$ cat src/rtl/comp_sgpr_pkg.sv
// Shared widths and word type for the comparing, fault-tolerant GPR file.
// Imported by the register file and by the comparing wrapper.
package comp_sgpr_pkg;

    localparam int DATA_WIDTH_DEF = 32;
    localparam int ADDR_WIDTH_DEF = 5;
    localparam int NUM_REGS_DEF   = 2 ** ADDR_WIDTH_DEF;

    typedef logic [DATA_WIDTH_DEF-1:0] word_t;
    typedef logic [ADDR_WIDTH_DEF-1:0] reg_idx_t;

endpackage

$ cat src/rtl/sgpr_regfile.sv
// Register file: one write port, two combinational read ports, async clear.
// Register 0 has no storage and always reads as zero.
module sgpr_regfile
    import comp_sgpr_pkg::*;
#(
    parameter int DATA_WIDTH = DATA_WIDTH_DEF,
    parameter int ADDR_WIDTH = ADDR_WIDTH_DEF
) (
    input  logic                  clk,
    input  logic                  rst_n,
    input  logic                  we,
    input  logic [ADDR_WIDTH-1:0] waddr,
    input  logic [DATA_WIDTH-1:0] wdata,
    input  logic [ADDR_WIDTH-1:0] raddr_a,
    output logic [DATA_WIDTH-1:0] rdata_a,
    input  logic [ADDR_WIDTH-1:0] raddr_b,
    output logic [DATA_WIDTH-1:0] rdata_b
);

    localparam int NUM_REGS = 2 ** ADDR_WIDTH;

    logic [NUM_REGS-1:0][DATA_WIDTH-1:0] words;

    assign words[0] = '0;

    for (genvar i = 1; i < NUM_REGS; i++) begin : g_reg
        logic [DATA_WIDTH-1:0] q;
        logic                  hit;

        assign hit = we && (waddr == ADDR_WIDTH'(i));

        always_ff @(posedge clk or negedge rst_n) begin
            if (!rst_n) begin
                q <= '0;
            end else if (hit) begin
                q <= wdata;
            end
        end

        assign words[i] = q;
    end

    // Reads see the stored value only, so a same-cycle write is not bypassed.
    assign rdata_a = words[raddr_a];
    assign rdata_b = words[raddr_b];

endmodule

$ cat src/rtl/comp_sgpr.sv
// Dual-source comparing GPR file: a write lands only when both sources agree,
// and any disagreement raises the combinational mismatch flag.
module comp_sgpr
    import comp_sgpr_pkg::*;
#(
    parameter int DATA_WIDTH = DATA_WIDTH_DEF,
    parameter int ADDR_WIDTH = ADDR_WIDTH_DEF
) (
    input  logic                  clk,
    input  logic                  rst_n,
    input  logic                  we_a_i,
    input  logic                  we_b_i,
    input  logic [ADDR_WIDTH-1:0] addr_a_i,
    input  logic [ADDR_WIDTH-1:0] addr_b_i,
    input  logic [DATA_WIDTH-1:0] data_a_i,
    input  logic [DATA_WIDTH-1:0] data_b_i,
    input  logic [ADDR_WIDTH-1:0] raddr_a_i,
    output logic [DATA_WIDTH-1:0] rdata_a_o,
    input  logic [ADDR_WIDTH-1:0] raddr_b_i,
    output logic [DATA_WIDTH-1:0] rdata_b_o,
    output logic                  signal
);

    logic en_equal;
    logic addr_equal;
    logic data_equal;
    logic both_on;
    logic match;
    logic wr_en;

    assign en_equal   = (we_a_i == we_b_i);
    assign addr_equal = (addr_a_i == addr_b_i);
    assign data_equal = (data_a_i == data_b_i);
    assign both_on    = we_a_i & we_b_i;

    // Address/data only matter when both sources actually intend a write.
    assign match  = en_equal & (~both_on | (addr_equal & data_equal));
    assign signal = ~match;
    assign wr_en  = match & we_a_i;

    sgpr_regfile #(
        .DATA_WIDTH(DATA_WIDTH),
        .ADDR_WIDTH(ADDR_WIDTH)
    ) u_regfile (
        .clk    (clk),
        .rst_n  (rst_n),
        .we     (wr_en),
        .waddr  (addr_a_i),
        .wdata  (data_a_i),
        .raddr_a(raddr_a_i),
        .rdata_a(rdata_a_o),
        .raddr_b(raddr_b_i),
        .rdata_b(rdata_b_o)
    );

endmodule

$ cat config.mk
export PLATFORM = sky130hd
export DESIGN_NAME = comp_sgpr
export DESIGN_NICKNAME = d
export VERILOG_FILES = /design/src/rtl/comp_sgpr_pkg.sv /design/src/rtl/sgpr_regfile.sv /design/src/rtl/comp_sgpr.sv
export SDC_FILE = /design/constraint.sdc
export NUM_CORES = 2
export LEC_CHECK = 0
export CAP_MARGIN = 20
export CORE_ASPECT_RATIO = 1.25
export CORE_MARGIN = 1.5
export CORE_UTILIZATION = 45
export CTS_CLUSTER_DIAMETER = 40
export CTS_CLUSTER_SIZE = 28
export DETAILED_ROUTE_END_ITERATION = 8
export SLEW_MARGIN = 20
export SYNTH_ARGS = -nofsm -noshare
export SYNTH_HDL_FRONTEND = slang
export SYNTH_SLANG_ARGS = --single-unit
$ cat constraint.sdc
create_clock -name clk -period 8.3 [get_ports clk]
set_clock_uncertainty 0.1 [all_clocks]
set_input_delay 0.83 -clock clk [delete_from_list [all_inputs] [get_ports clk]]
set_output_delay 0.83 -clock clk [all_outputs]
set_load 0.05 [all_outputs]
Yosys cells after proc, flatten, opt, wreduce, memory -nomap -nowiden
Index checks and enable logic that the tools add are counted.
{ "word_totals": {"out_inout_bits": 65, "regBits": 992, "input_bits": 88} }
{ "classes": {"n_eq_ne": 34, "n_reduce_logical": 31, "bitwise_logic": 7, "magnitude_cmp": 2, "n_mux": 4} }
{ "op_table": {"columns": ["op", "count"], "rows": [
  ["$bmux 32 s5", 2],
  ["$eq 5x5->1 const B", 16],
  ["$mux 32", 2],
  ["$eq 5x4->1 const B", 8],
  ["$eq 32x32->1", 1],
  ["$logic_and 1x1->1", 31],
  ["$eq 5x3->1 const B", 4],
  ["$lt 5x6->1 const B", 2],
  ["$eq 5x2->1 const B", 2],
  ["$eq 5x1->1 const B", 1],
  ["$eq 5x5->1", 1],
  ["$and 1x1->1", 4],
  ["$not 1->1", 2],
  ["$eq 1x1->1", 1],
  ["$or 1x1->1", 1]
]} }

Depth between registers and ports, before layout
{ "logic_depth": {"word_depth": 6, "ltp_mapped": 9, "mapped_depth_nobuf": 6} }

Modules after synthesis
From an unflattened synthesis, not the netlist that was laid out.
{ "hier_totals": {"hier_cells": 3693, "hier_area_um2": 53640.2} }
{ "modules_own_cells": {"columns": ["mod", "area_each_um2", "instances", "cells_per_inst", "seq_area_each_um2"], "rows": [
  ["sgpr_regfile", 53203.5, 1, 3639, 24823.8],
  ["comp_sgpr", 436.7, 1, 54, 0.0]
]} }

Least setup slack after synthesis
OpenSTA, ideal clock, no wires.
{ "synth_timing": {"path_type": "input-to-output", "start": "input port raddr_b_i[0]", "end": "output port rdata_b_o[0]", "cell_stages": 6, "arrival_time_ps": 3183, "path_buffers": 3, "required_time_ps": 7370, "slack_ps": 4187, "cell_sequence": "clkbuf_1 -> clkbuf_1 -> buf_1 -> mux4_2 -> mux4_2 -> mux2_2"} }
{ "synth_via": {"elab_chain_cells": 2} }
{ "synth_rtl": {"columns": ["element", "line_no", "text"], "rows": [
  ["from (decl)", "comp_sgpr.sv:19", "input logic [ADDR_WIDTH-1:0] raddr_b_i,"],
  ["$bmux 32 s5", "sgpr_regfile.sv:45", "assign rdata_b = words[raddr_b];"],
  ["$mux 32 (not written as such)", "sgpr_regfile.sv:45", null],
  ["to (decl)", "comp_sgpr.sv:20", "output logic [DATA_WIDTH-1:0] rdata_b_o,"]
]} }
No other way between the ends. The select of a mux whose other input is x is not followed.

Worst setup path in the final report
{ "layout_timing": {"start": "input port data_a_i[3]", "end": "output port signal"} }
{ "layout_via": {"elab_chain_cells": 5} }
{ "layout_rtl": {"columns": ["element", "line_no", "text"], "rows": [
  ["from (decl)", "comp_sgpr.sv:15", "input logic [DATA_WIDTH-1:0] data_a_i,"],
  ["$eq 32x32->1", "comp_sgpr.sv:33", "assign data_equal = (data_a_i == data_b_i);"],
  ["$and 1x1->1", "comp_sgpr.sv:37", "assign match = en_equal & (~both_on | (addr_equal & data_equal));"],
  ["$or 1x1->1", "comp_sgpr.sv:37", null],
  ["$and 1x1->1", "comp_sgpr.sv:37", null],
  ["$not 1->1", "comp_sgpr.sv:38", "assign signal = ~match;"],
  ["to (decl)", "comp_sgpr.sv:21", "output logic signal"]
]} }
No other way between the ends.

==> parameters.txt <==
Parameter                              Value

CTS
  Clock Sink Count    992
  H-Tree Level Count    4
  Source-to-sink clock delay at the later pin of the worst-skew pair    740 ps
  TritonCTS clock tree    yes
  Largest buffer count on any clock path    3
  Buffers inserted by post-CTS timing repair    0
  Clock root buffer    sky130_fd_sc_hd__clkbuf_16
  Number of gates resized after cts    0
  CTS clk-pin slew, worst paths    50 ps
  Count of hold buffers inserted by post-cts repair    0
  Num CTS Buffers    143

Detailed routing
  Total number of vias    32101
  Wire length per cell after detailed routing    33.9 µm
  Number of violations reported at the end of detailed-routing iteration 0    2700
  DRC violation count after routing    0
  Total wire length after detailed routing    167000 µm
  Drt via density    6.53
  Length of the first detailed-routing pass in iterations    5
  Post-detailed-route count of antenna-violating nets    0

Floorplan
  Y dimension of the die    387 µm
  Total Die Area    120000 µm²
  Floorplan die width    311 µm
  Count of pins on the block boundary    153
  Cell Rows    140
  Initial core utilization    0.455
  Area inside the core boundary    117000 µm²

Global route
  GRT Residual Overflow    0
  Vias in the first global route    35605
  Largest net degree at the start of global routing    173
  GR Util All Layers    0.282
  Wire length of the first global-routing pass    246000 µm
  Initial antenna violation count    4

Layout
  Number of standard cells in the layout, taps in and fillers out    4917
  Number of flip-flops in the largest register    992
  Fraction of layout cells with a size suffix above 1    0.619
  FF+latch area    24800 µm²
  Register containing the most flip-flops in the final layout    u_regfile.g.q
  Largest registers    u_regfile.g.q: 992 flops
  P&R area growth vs syn    15.1%
  # diodes    0
  Filler cell count in the final layout    9422
  Area of the multi-input gates    27200 µm²
  Final design area excluding fillers    61200 µm²
  Total number of nets in the final design    3328

Logic synthesis
  Count of state elements after synthesis    992
  Main combinational cell family by area after synthesis    multiplexers
  Mean cell area of the mapped netlist    16.5 µm²
  Summed instance area of the synthesized netlist    53200 µm²
  Number of warning messages in the yosys log    0
  Post-synthesis compound-gate area fraction    0.0116
  Synthesized net count    3308
  Synthesized instance count    3219
  Count of distinct cell types in the synthesized netlist    27
  Fraction of the yosys area taken by sequential cells    0.467
  XOR/XNOR Fraction of Synth Area    0.00609
  Simple logic cell fraction of the synthesized area    0.00647
  Multiplexer share of the synthesized area    0.481
  Adder-cell area share of the yosys netlist    0.000235

Power and ir drop
  Final Total Pwr    14.7 mW
  Worst vdd rail ir drop    0.213 mV
  Leak pwr    27.1 nW
  Pwr dens    241 nW/µm²

Run status
  Outcome    finished clean

Setup path
  Arrival time at the worst endpoint    5580 ps
  Type of the worst setup path    in -> out
  Required arrival time at the worst endpoint    7370 ps
  Worst path max stage delay    790 ps
  Crit-path slowest cell    sky130_fd_sc_hd__xnor2_1
  Worst-path fanout max    32
  Worst path cell trace    clkdlybuf4s50_1 -> buf_4 -> xnor2_1 -> nand4_1 -> nor4_1 -> a31o_2 -> buf_4 -> nand2b_1 -> clkdlybuf4s50_1
  Launching element type of the critical path    input pin
  Family with the most delay on the worst path    buffers and inverters
  Buffer and inverter count on the worst path    4
  Worst Setup End Kind    output pin

Placement
  Final estimated routing congestion in global placement    0.775
  Total half-perimeter wirelength after legalization and detailed placement    93600 µm
  Port Buffer Count    152
  Post-place instance area    56300 µm²
  Worst slack at placement    1760 ps
  Placed insts    4656

STA
  Number of setup violations in the final report    0
  Transition time at the pin with the least slew margin    1150 ps
  Hold Fails Final Rpt    0
  Period minus WS final    6510 ps
  Headroom to the max-slew limit    0.233
  Total count of max-transition violations in the final report    0
  Minimum setup slack in the final design    1790 ps
  RSZ-0062 raised after global routing    false
  Max Freq    0.154 GHz
  TNS Setup    0 ps
  Period utilisation layout    0.784

Run
  Maxcap violations    0

Hold path
  Path class of the lowest-slack min-delay path    in -> async
-- routing by layer --
layer / track usage / routed length, µm / up-vias
li1: - / - / 12754
met1: 0.369 / 67200 / 17849
met2: 0.461 / 82700 / 1130
met3: 0.0545 / 9910 / 362
met4: 0.115 / 6930 / 6
met5: 0 / 33 / -
-- placed cells by master (no fill, tap or decap), types with 3 or more instances in the layout --
cell type,netlist,layout
sky130_fd_sc_hd__mux2_2,1120,1120
sky130_fd_sc_hd__dfrtp_1,992,992
sky130_fd_sc_hd__mux4_2,576,576
sky130_fd_sc_hd__clkbuf_16,0,151
sky130_fd_sc_hd__clkdlybuf4s50_1,0,130
sky130_fd_sc_hd__buf_4,20,68
sky130_fd_sc_hd__a22o_1,64,64
sky130_fd_sc_hd__xnor2_1,37,37
sky130_fd_sc_hd__inv_6,0,23
sky130_fd_sc_hd__nand3_4,0,21
sky130_fd_sc_hd__clkinv_2,0,19
sky130_fd_sc_hd__clkbuf_8,0,16
sky130_fd_sc_hd__bufinv_16,0,14
sky130_fd_sc_hd__buf_2,73,13
sky130_fd_sc_hd__nand4_1,12,12
sky130_fd_sc_hd__clkinvlp_4,0,11
sky130_fd_sc_hd__clkbuf_1,209,11
sky130_fd_sc_hd__buf_12,0,11
sky130_fd_sc_hd__clkinv_4,0,10
sky130_fd_sc_hd__nor2_1,7,7
sky130_fd_sc_hd__a21oi_4,0,6
sky130_fd_sc_hd__buf_8,0,5
sky130_fd_sc_hd__nand2_1,4,4
sky130_fd_sc_hd__nor3_1,4,4
sky130_fd_sc_hd__nand2b_1,3,3
sky130_fd_sc_hd__and2_1,3,3
sky130_fd_sc_hd__inv_8,0,3
sky130_fd_sc_hd__clkinv_8,0,3
-- cells in the mapped netlist --
cell                          n  area, µm²
sky130_fd_sc_hd__mux2_2    1120      12600
sky130_fd_sc_hd__dfrtp_1    992      24800
sky130_fd_sc_hd__mux4_2     576      13000
sky130_fd_sc_hd__clkbuf_1   209        785
sky130_fd_sc_hd__buf_2       73        365
sky130_fd_sc_hd__a22o_1      64        561
sky130_fd_sc_hd__buf_1       52        195
sky130_fd_sc_hd__xnor2_1     37        324
sky130_fd_sc_hd__nand3_1     22        110
sky130_fd_sc_hd__buf_4       20        150
sky130_fd_sc_hd__nand4_1     12       75.1
sky130_fd_sc_hd__nor2_1       7       26.3
sky130_fd_sc_hd__a21oi_1      6       30.0
sky130_fd_sc_hd__nand2_1      4       15.0
sky130_fd_sc_hd__nor2b_1      4       25.0
sky130_fd_sc_hd__nor3_1       4       20.0
sky130_fd_sc_hd__and2_1       3       18.8
sky130_fd_sc_hd__nand2b_1     3       18.8
sky130_fd_sc_hd__inv_1        2       7.51
sky130_fd_sc_hd__nor4_1       2       12.5
sky130_fd_sc_hd__a211o_1      1       8.76
sky130_fd_sc_hd__a21boi_1     1       7.51
sky130_fd_sc_hd__a31o_2       1       8.76
sky130_fd_sc_hd__and3_1       1       6.26
sky130_fd_sc_hd__ha_1         1       12.5
sky130_fd_sc_hd__nand3b_1     1       7.51
sky130_fd_sc_hd__or3b_2       1       8.76
-- through the flow --
step | hold WS (ps) | utilization
3_5_place_dp | 410 | 0.482
6_report | 4.69 | 0.524
3_3_place_gp | 399 | 0.482
2_1_floorplan | 391 | -
5_1_grt | 53.0 | 0.524
4_1_cts | 39.9 | 0.524
-- worst paths after layout --
| path | from | endpoint | slack, ps | cells past startpoint |
|---|---|---|---|---|
| setup reg to reg | u_regfile.g_reg[31].q[12] | u_regfile.g_reg[31].q[12] | 7370 | 1 |
| setup / recovery | data_a_i[3] | signal | 1790 | 9 |
| min in group clk | u_regfile.g_reg[18].q[7] | u_regfile.g_reg[18].q[7] | 420 | 1 |
| hold reg to reg | u_regfile.g_reg[18].q[7] | u_regfile.g_reg[18].q[7] | 420 | 1 |
| hold / removal | rst_n | u_regfile.g_reg[22].q[29] | 5 | 1 |
| max in group asynchronous | rst_n | u_regfile.g_reg[22].q[15] | 5910 | 3 |
-- cells by family after synthesis --
family          Yosys count
compound gates           73
xor+xnor                 37
fa+ha+maj                 1
buf+inv                 356
flops                   992
mux                    1696
simple gates             64
-- power by group --
part	switching [mW]	internal, mW	total, mW	leakage, nW
combinational	1.10	1.38	2.48	11.3
sequential	0.442	5.45	5.90	13.3
clock	2.42	3.94	6.35	2.45
total	3.96	10.8	14.7	27.1
-- layout make-up --
cell class	count	area share
Inverter	2	0.000123
Clock buffer	178	0.0660
Tap cell	1562	0.0319
Clock inverter	83	0.0158
Timing Repair Buffer	229	0.0358
Multi-Input combinational cell	1871	0.445
Sequential cell	992	0.405
(Power assumes the default switching activity.)
